===== config.mk =====
export PLATFORM = sky130hd
export DESIGN_NAME = pipe_ctrl
export DESIGN_NICKNAME = d
export VERILOG_FILES = /design/src/rtl/pipe_ctrl_pkg.sv /design/src/rtl/pipe_ctrl_hazard.sv /design/src/rtl/pipe_ctrl.sv
export SDC_FILE = /design/constraint.sdc
export NUM_CORES = 1
export LEC_CHECK = 0
export ABC_AREA = 1
export BUFFER_PORTS_ARGS = -buffer_cell sky130_fd_sc_hd__buf_2
export CAP_MARGIN = 10
export CORE_ASPECT_RATIO = 0.6
export CORE_UTILIZATION = 37
export CTS_BUF_LIST = sky130_fd_sc_hd__clkbuf_8
export DETAILED_ROUTE_END_ITERATION = 10
export PLACE_DENSITY = 0.57
export SLEW_MARGIN = 20
export SYNTH_ARGS = -nofsm -noshare
export SYNTH_HDL_FRONTEND = slang
export SYNTH_SLANG_ARGS = --single-unit

===== constraint.sdc =====
create_clock -name clk -period 2.2 [get_ports clk]
set_input_delay 0.11 -clock clk [delete_from_list [all_inputs] [get_ports clk]]
set_output_delay 0.11 -clock clk [all_outputs]
set_load 0.01 [all_outputs]

===== src/rtl/pipe_ctrl_pkg.sv =====
// Shared pipeline-control constants: fetch/execute/writeback selects, forward
// encodings, controller states and the per-operand forward-select rule.
package pipe_ctrl_pkg;

    localparam int NUM_STAGES = 5;
    localparam int STG_IF  = 0;
    localparam int STG_ID  = 1;
    localparam int STG_EXE = 2;
    localparam int STG_MEM = 3;
    localparam int STG_WB  = 4;

    localparam logic [1:0] PC_NEXT   = 2'd0;
    localparam logic [1:0] PC_JUMP   = 2'd1;
    localparam logic [1:0] PC_BRANCH = 2'd2;
    localparam logic [1:0] PC_EPC    = 2'd3;
    localparam logic       EXE_B_RT  = 1'b0;
    localparam logic       EXE_B_IMM = 1'b1;
    localparam logic       WB_ALU    = 1'b0;
    localparam logic       WB_MEM    = 1'b1;

    typedef enum logic [1:0] {
        FROM_REG        = 2'd0,
        FROM_EXE_ALUOUT = 2'd1,
        FROM_MEM_ALUOUT = 2'd2,
        FROM_MEM_DM     = 2'd3
    } fwd_sel_t;

    typedef enum logic [1:0] {
        S_RUN      = 2'd0,
        S_MEM_WAIT = 2'd1,
        S_TRAP     = 2'd2,
        S_RETURN   = 2'd3
    } ctrl_state_t;

    // A load still in EXE has no data yet, so it never wins the EXE slot.
    function automatic fwd_sel_t fwd_select(
        input logic [4:0] addr,
        input logic [4:0] exe_addr,
        input logic       exe_wen,
        input logic       exe_ren,
        input logic [4:0] mem_addr,
        input logic       mem_wen,
        input logic       mem_ren
    );
        if (addr == 5'd0)
            return FROM_REG;
        if (exe_wen && !exe_ren && addr == exe_addr)
            return FROM_EXE_ALUOUT;
        if (mem_wen && addr == mem_addr)
            return mem_ren ? FROM_MEM_DM : FROM_MEM_ALUOUT;
        return FROM_REG;
    endfunction

endpackage


===== src/rtl/pipe_ctrl_hazard.sv =====
// Combinational hazard unit: operand forward selects, load-use detection and
// the store-data source select.
module hazard_detect
    import pipe_ctrl_pkg::*;
(
    input  logic [4:0] rs_addr_id,
    input  logic [4:0] rt_addr_id,
    input  logic       rs_use_id,
    input  logic       rt_use_id,
    input  logic       store_id,
    input  logic [4:0] regw_addr_exe,
    input  logic       wb_wen_exe,
    input  logic       mem_ren_exe,
    input  logic [4:0] regw_addr_mem,
    input  logic       wb_wen_mem,
    input  logic       mem_ren_mem,
    output fwd_sel_t   fwd_a,
    output fwd_sel_t   fwd_b,
    output logic       load_use,
    output logic       mem_fwd_m
);

    logic exe_load, rs_hit, rt_hit;

    always_comb begin
        fwd_a = fwd_select(rs_addr_id, regw_addr_exe, wb_wen_exe, mem_ren_exe,
                           regw_addr_mem, wb_wen_mem, mem_ren_mem);
        fwd_b = fwd_select(rt_addr_id, regw_addr_exe, wb_wen_exe, mem_ren_exe,
                           regw_addr_mem, wb_wen_mem, mem_ren_mem);
        exe_load = mem_ren_exe && (regw_addr_exe != 5'd0);
        rs_hit   = exe_load && (rs_addr_id == regw_addr_exe);
        rt_hit   = exe_load && (rt_addr_id == regw_addr_exe);
        // Store data is not needed until MEM, so it is picked up from WB
        // one stage later instead of stalling.
        load_use  = (rs_hit && rs_use_id) || (rt_hit && rt_use_id && !store_id);
        mem_fwd_m = !(store_id && rt_hit);
    end

endmodule


===== src/rtl/pipe_ctrl.sv =====
// Pipeline controller: stage enables/resets, forwarding, memory-wait stalls,
// interrupt entry/return sequencing and a saturating stall counter.
module pipe_ctrl
    import pipe_ctrl_pkg::*;
(
    input  logic        clk,
    input  logic        rst,
    input  logic [4:0]  rs_addr_id,
    input  logic [4:0]  rt_addr_id,
    input  logic        rs_use_id,
    input  logic        rt_use_id,
    input  logic        store_id,
    input  logic        redirect_id,
    input  logic        eret_id,
    input  logic [4:0]  regw_addr_exe,
    input  logic        wb_wen_exe,
    input  logic        mem_ren_exe,
    input  logic [4:0]  regw_addr_mem,
    input  logic        wb_wen_mem,
    input  logic        mem_ren_mem,
    input  logic        mem_req,
    input  logic        mem_ack,
    input  logic        irq,
    output logic [4:0]  stage_rst,
    output logic [4:0]  stage_en,
    output logic [1:0]  exe_fwd_a_ctrl,
    output logic [1:0]  exe_fwd_b_ctrl,
    output logic        mem_fwd_m,
    output logic        epc_ctrl,
    output logic        epc_save,
    output logic [31:0] stall_cnt
);

    fwd_sel_t    fwd_a, fwd_b;
    logic        load_use, mem_fwd_raw;
    ctrl_state_t state;
    logic        in_handler;
    logic        run_ok, mem_stall, lu_stall, take_irq, take_eret, take_redir;

    hazard_detect u_hazard (
        .rs_addr_id    (rs_addr_id),
        .rt_addr_id    (rt_addr_id),
        .rs_use_id     (rs_use_id),
        .rt_use_id     (rt_use_id),
        .store_id      (store_id),
        .regw_addr_exe (regw_addr_exe),
        .wb_wen_exe    (wb_wen_exe),
        .mem_ren_exe   (mem_ren_exe),
        .regw_addr_mem (regw_addr_mem),
        .wb_wen_mem    (wb_wen_mem),
        .mem_ren_mem   (mem_ren_mem),
        .fwd_a         (fwd_a),
        .fwd_b         (fwd_b),
        .load_use      (load_use),
        .mem_fwd_m     (mem_fwd_raw)
    );

    // The ack cycle of MEM_WAIT is decoded like RUN so hazards and redirects
    // present when the pipeline resumes are honoured on that same edge.
    always_comb begin
        run_ok     = (state == S_RUN) || (state == S_MEM_WAIT);
        mem_stall  = run_ok && !mem_ack && (mem_req || state == S_MEM_WAIT);
        lu_stall   = run_ok && !mem_stall && load_use;
        take_irq   = run_ok && !mem_stall && !load_use && irq && !in_handler;
        take_eret  = run_ok && !mem_stall && !load_use && !take_irq && eret_id;
        take_redir = run_ok && !mem_stall && !load_use && !take_irq && !take_eret
                     && redirect_id;
    end

    always_ff @(posedge clk or posedge rst) begin
        if (rst) begin
            state      <= S_RUN;
            in_handler <= 1'b0;
            stall_cnt  <= '0;
        end else begin
            if ((mem_stall || lu_stall) && stall_cnt != 32'hFFFF_FFFF)
                stall_cnt <= stall_cnt + 32'd1;
            unique case (state)
                S_TRAP, S_RETURN: state <= S_RUN;
                default: begin
                    if (mem_stall) begin
                        state <= S_MEM_WAIT;
                    end else if (take_irq) begin
                        state      <= S_TRAP;
                        in_handler <= 1'b1;
                    end else if (take_eret) begin
                        state      <= S_RETURN;
                        in_handler <= 1'b0;
                    end else begin
                        state <= S_RUN;
                    end
                end
            endcase
        end
    end

    // Outputs follow the current state and ID/EXE/MEM inputs within the cycle;
    // reset overrides them asynchronously.
    always_comb begin
        stage_en       = '1;
        stage_rst      = '0;
        epc_ctrl       = 1'b0;
        epc_save       = 1'b0;
        exe_fwd_a_ctrl = fwd_a;
        exe_fwd_b_ctrl = fwd_b;
        mem_fwd_m      = mem_fwd_raw;
        if (rst) begin
            stage_en       = '0;
            stage_rst      = '1;
            exe_fwd_a_ctrl = FROM_REG;
            exe_fwd_b_ctrl = FROM_REG;
            mem_fwd_m      = 1'b1;
        end else begin
            unique case (state)
                S_TRAP: begin
                    epc_ctrl           = 1'b1;
                    stage_rst[STG_ID]  = 1'b1;
                    stage_rst[STG_EXE] = 1'b1;
                end
                S_RETURN: begin
                    epc_ctrl          = 1'b1;
                    stage_rst[STG_ID] = 1'b1;
                end
                default: begin
                    if (mem_stall) begin
                        stage_en = '0;
                    end else if (lu_stall) begin
                        stage_en[STG_IF]   = 1'b0;
                        stage_en[STG_ID]   = 1'b0;
                        stage_rst[STG_EXE] = 1'b1;
                    end else if (take_irq) begin
                        epc_save = 1'b1;
                    end else if (take_redir) begin
                        stage_rst[STG_ID] = 1'b1;
                    end
                end
            endcase
        end
    end

endmodule


==> run summary <==
Status = completed
Post-CTS Setup Repair Bufs = 0
Netlist cell types = 28
Min-Delay Path Class = in -> async
Gr ovfl total = 0
Final Cycle Share = 86.5%
Crit-path max FO = 4
Remaining DRCs = 0
Number of detailed-route iterations in the first pass = 5
Antenna Cells = 0
Internal = 1.19 mW
Clock sink count = 35
Top cells by area, synth = dfrtp_1 (31%), nand2_1 (19%), xor2_1 (8.7%), nand3_1 (7.0%), nor2_1 (6.8%)
Mapped cell area = 2800 µm²
DRT iter0 DRCs = 193
Maximum clock frequency = 0.525 GHz
Detail Route Antenna Nets = 0
Placed cell count = 590
Max-slew headroom at the worst pin = 72.4%
Switch Pwr = 0.701 mW
First-pass GRT wire length = 13,300 µm
Critical Path RT = 2090 ps
WL/cell = 13.6 µm
Die area = 7940 µm²
Met2 routed WL = 2940 µm
Die width = 114 µm
Fillers = 800
Share of flip-flops with an asynchronous set or reset = 100%
Reg2reg end = stall_cnt[26]
Reg-to-Reg Start = stall_cnt[0]
Main synth FF type = dfrtp_1
Metal-1 WL = 4600 µm
Vias = 2,820
Slew Viols, Final = 0
YS warnings = 0
PwrDens = 559 nW/µm²
H-tree depth = 2
Synth Register Bits = 35
Synth top area share = 31.2%
Met3 wire length = 522 µm
# setup viols final = 0
Io pins = 83
Initial Utilization = 38.4%
Vias in the first global route = 2,586
Largest net degree at the start of global routing = 33
Worst Path Class, Setup = reg -> out
Max layer used = met4
Leakage power = 1.75 nW
Worst reg2reg setup slack = 320 ps
R2r worst-path depth = 9
Post-synth EDFFs = 0
Final Util = 46.3%
Mapped Nets = 449
Area Overhead vs Synth = 20.4%
Port buffer count = 82
VDD IR-drop max = 272 µV
Clock transition at path regs = 70 ps
Setup TNS = 0 ps
Layout cells sized above 1 = 23.5%
Fin nets = 528
Root buffer cell = clkbuf_8
Final Hold Vio Count = 0
Clock Skew = 5.40 ps
Max Cap Violations = 0
Flop pwr share = 41.8%
Drt total wl = 8110 µm
Seq/Total Area, Yosys = 31.2%
Total core area = 7300 µm²
CTS tree = done
Post-DP HPWL = 6690 µm
Clock Latency Late Sink = 300 ps
Chip Height = 69.4 µm
CTS Buffer Depth = 2
Non-Filler Instances = 598
Yosys top cell by area = dfrtp_1
Num CTS Buffers = 5
Tmin final = 1900 ps
DR vias/cell = 4.72
Initial antenna violation count = 0
Mapped Cells = 414
Clk pwr share = 28.1%
Row cnt = 24
Critical path data arrival time = 1790 ps
RSZ-0062 raised after global routing = false
Critical Path Source Type = flip-flop
CTS resizes = 0
Post-CTS Hold Fix Bufs = 0
Worst Tran Pin Value = 411 ps
Net Sw Frac = 37.1%
Routability cong. = 0.917
GRT Overall Usage = 21.7%
Logic pwr share = 30.1%
CP Capture Type = output pin
Avg Cell Area, Syn = 6.77 µm²
[stage by stage]
stage	total power, mW	setup WS (ps)	instance area [µm²]	hold slack, ps
2_1_floorplan	1.20	514	2800	268
3_3_place_gp	1.36	391	3270	376
3_5_place_dp	1.38	322	3270	378
4_1_cts	1.91	280	3380	53.7
5_1_grt	2.03	50.6	3380	108
6_report	1.89	297	3380	33.6
[cells by family (layout without fill, tap and decap cells)]
family,Yosys count,in the layout,share of synthesized area (%)
compound gates,10,10,2.72
xor+xnor,44,44,13.7
fa+ha+maj,1,1,0.446
buf+inv,51,131,8.70
flops,35,35,31.2
simple gates,273,273,43.2
[power groups by stage]
| stage | Combinational (mW) | Clock [mW] | Sequential [mW] |
|---|---|---|---|
| after detailed placement | 0.574 | 0 | 0.802 |
| final | 0.569 | 0.531 | 0.790 |
| after CTS | 0.575 | 0.547 | 0.790 |
| after global routing | 0.646 | 0.580 | 0.803 |
| after floorplan | 0.392 | 0 | 0.805 |
| after global placement | 0.569 | 0 | 0.794 |
[worst max-delay path by stage]
stage / from / endpoint / slack (ps)
6_report: state[0] / epc_save / 300
5_1_grt: stall_cnt[0] / stall_cnt[13] / 50
4_1_cts: state[0] / epc_save / 280
3_5_place_dp: stall_cnt[0] / stall_cnt[31] / 320
3_3_place_gp: stall_cnt[0] / stall_cnt[1] / 390
2_1_floorplan: rst / exe_fwd_a_ctrl[0] / 510
[critical path: stages, from the launching register on]
cell and delay [ps]:
dfrtp_1 410, o211ai_4 260, inv_1 80, nor2_1 190, nand3_1 150, nor2_1 110
nand2_1 80, nor2_1 80, buf_2 130
[cell usage after synthesis (2+ instances only)]
master and instances:
nand2_2 4, buf_2 6, xor2_1 28, nor3_2 5, nand2_1 144, nand3_2 2, xnor2_1 16, nor4_1 2
dfrtp_1 35, o21ai_0 5, nor2_1 51, nand3_1 39, buf_6 3, nor2_4 2, nand4_1 7, nor2_2 3
nand2_4 2, inv_1 35, buf_4 6, nor3_1 11
[final cells by class]
class | count | area, µm² | area share, %
Clock buffer | 7 | 96.3 | 2.85
Clock inverter | 1 | 7.51 | 0.222
Inverter | 36 | 135 | 4.00
Multi-Input combinational cell | 328 | 1680 | 49.9
Sequential cell | 35 | 876 | 25.9
Tap cell | 104 | 130 | 3.85
Timing Repair Buffer | 87 | 448 | 13.3
[cell usage in the layout, fill, tap and decap left out]
cell type and count:
o21ai_0 5, nand2_1 144, nor2_4 2, clkinvlp_4 1, clkbuf_8 7, ha_1 1, nand3_1 39, dfrtp_1 35
a21oi_1 1, xnor2_1 16, buf_4 5, nor4_1 2, nor2_2 3, buf_2 82, nor3_2 5, nor2_1 51
nand4_1 7, nor3b_2 1, nand2_2 4, o2111ai_1 1, o211ai_1 1, inv_2 1, nand3_2 2, xor2_1 28
nor3_1 11, o211ai_4 1, nand2_4 2, inv_1 35, o41ai_1 1
[sequential cells by signal, summed over array words and instances (netlist names)]
name / cells
stall_cnt: 32
in_handler: 1
state: 2
[layer usage]
layer / GRT usage [%] / vias up
met4: 3.03 / 0
met3: 4.46 / 6
met2: 27.3 / 90
met5: 0 / -
met1: 36.8 / 1265
li1: - / 1459
(Power assumes the default switching activity.)
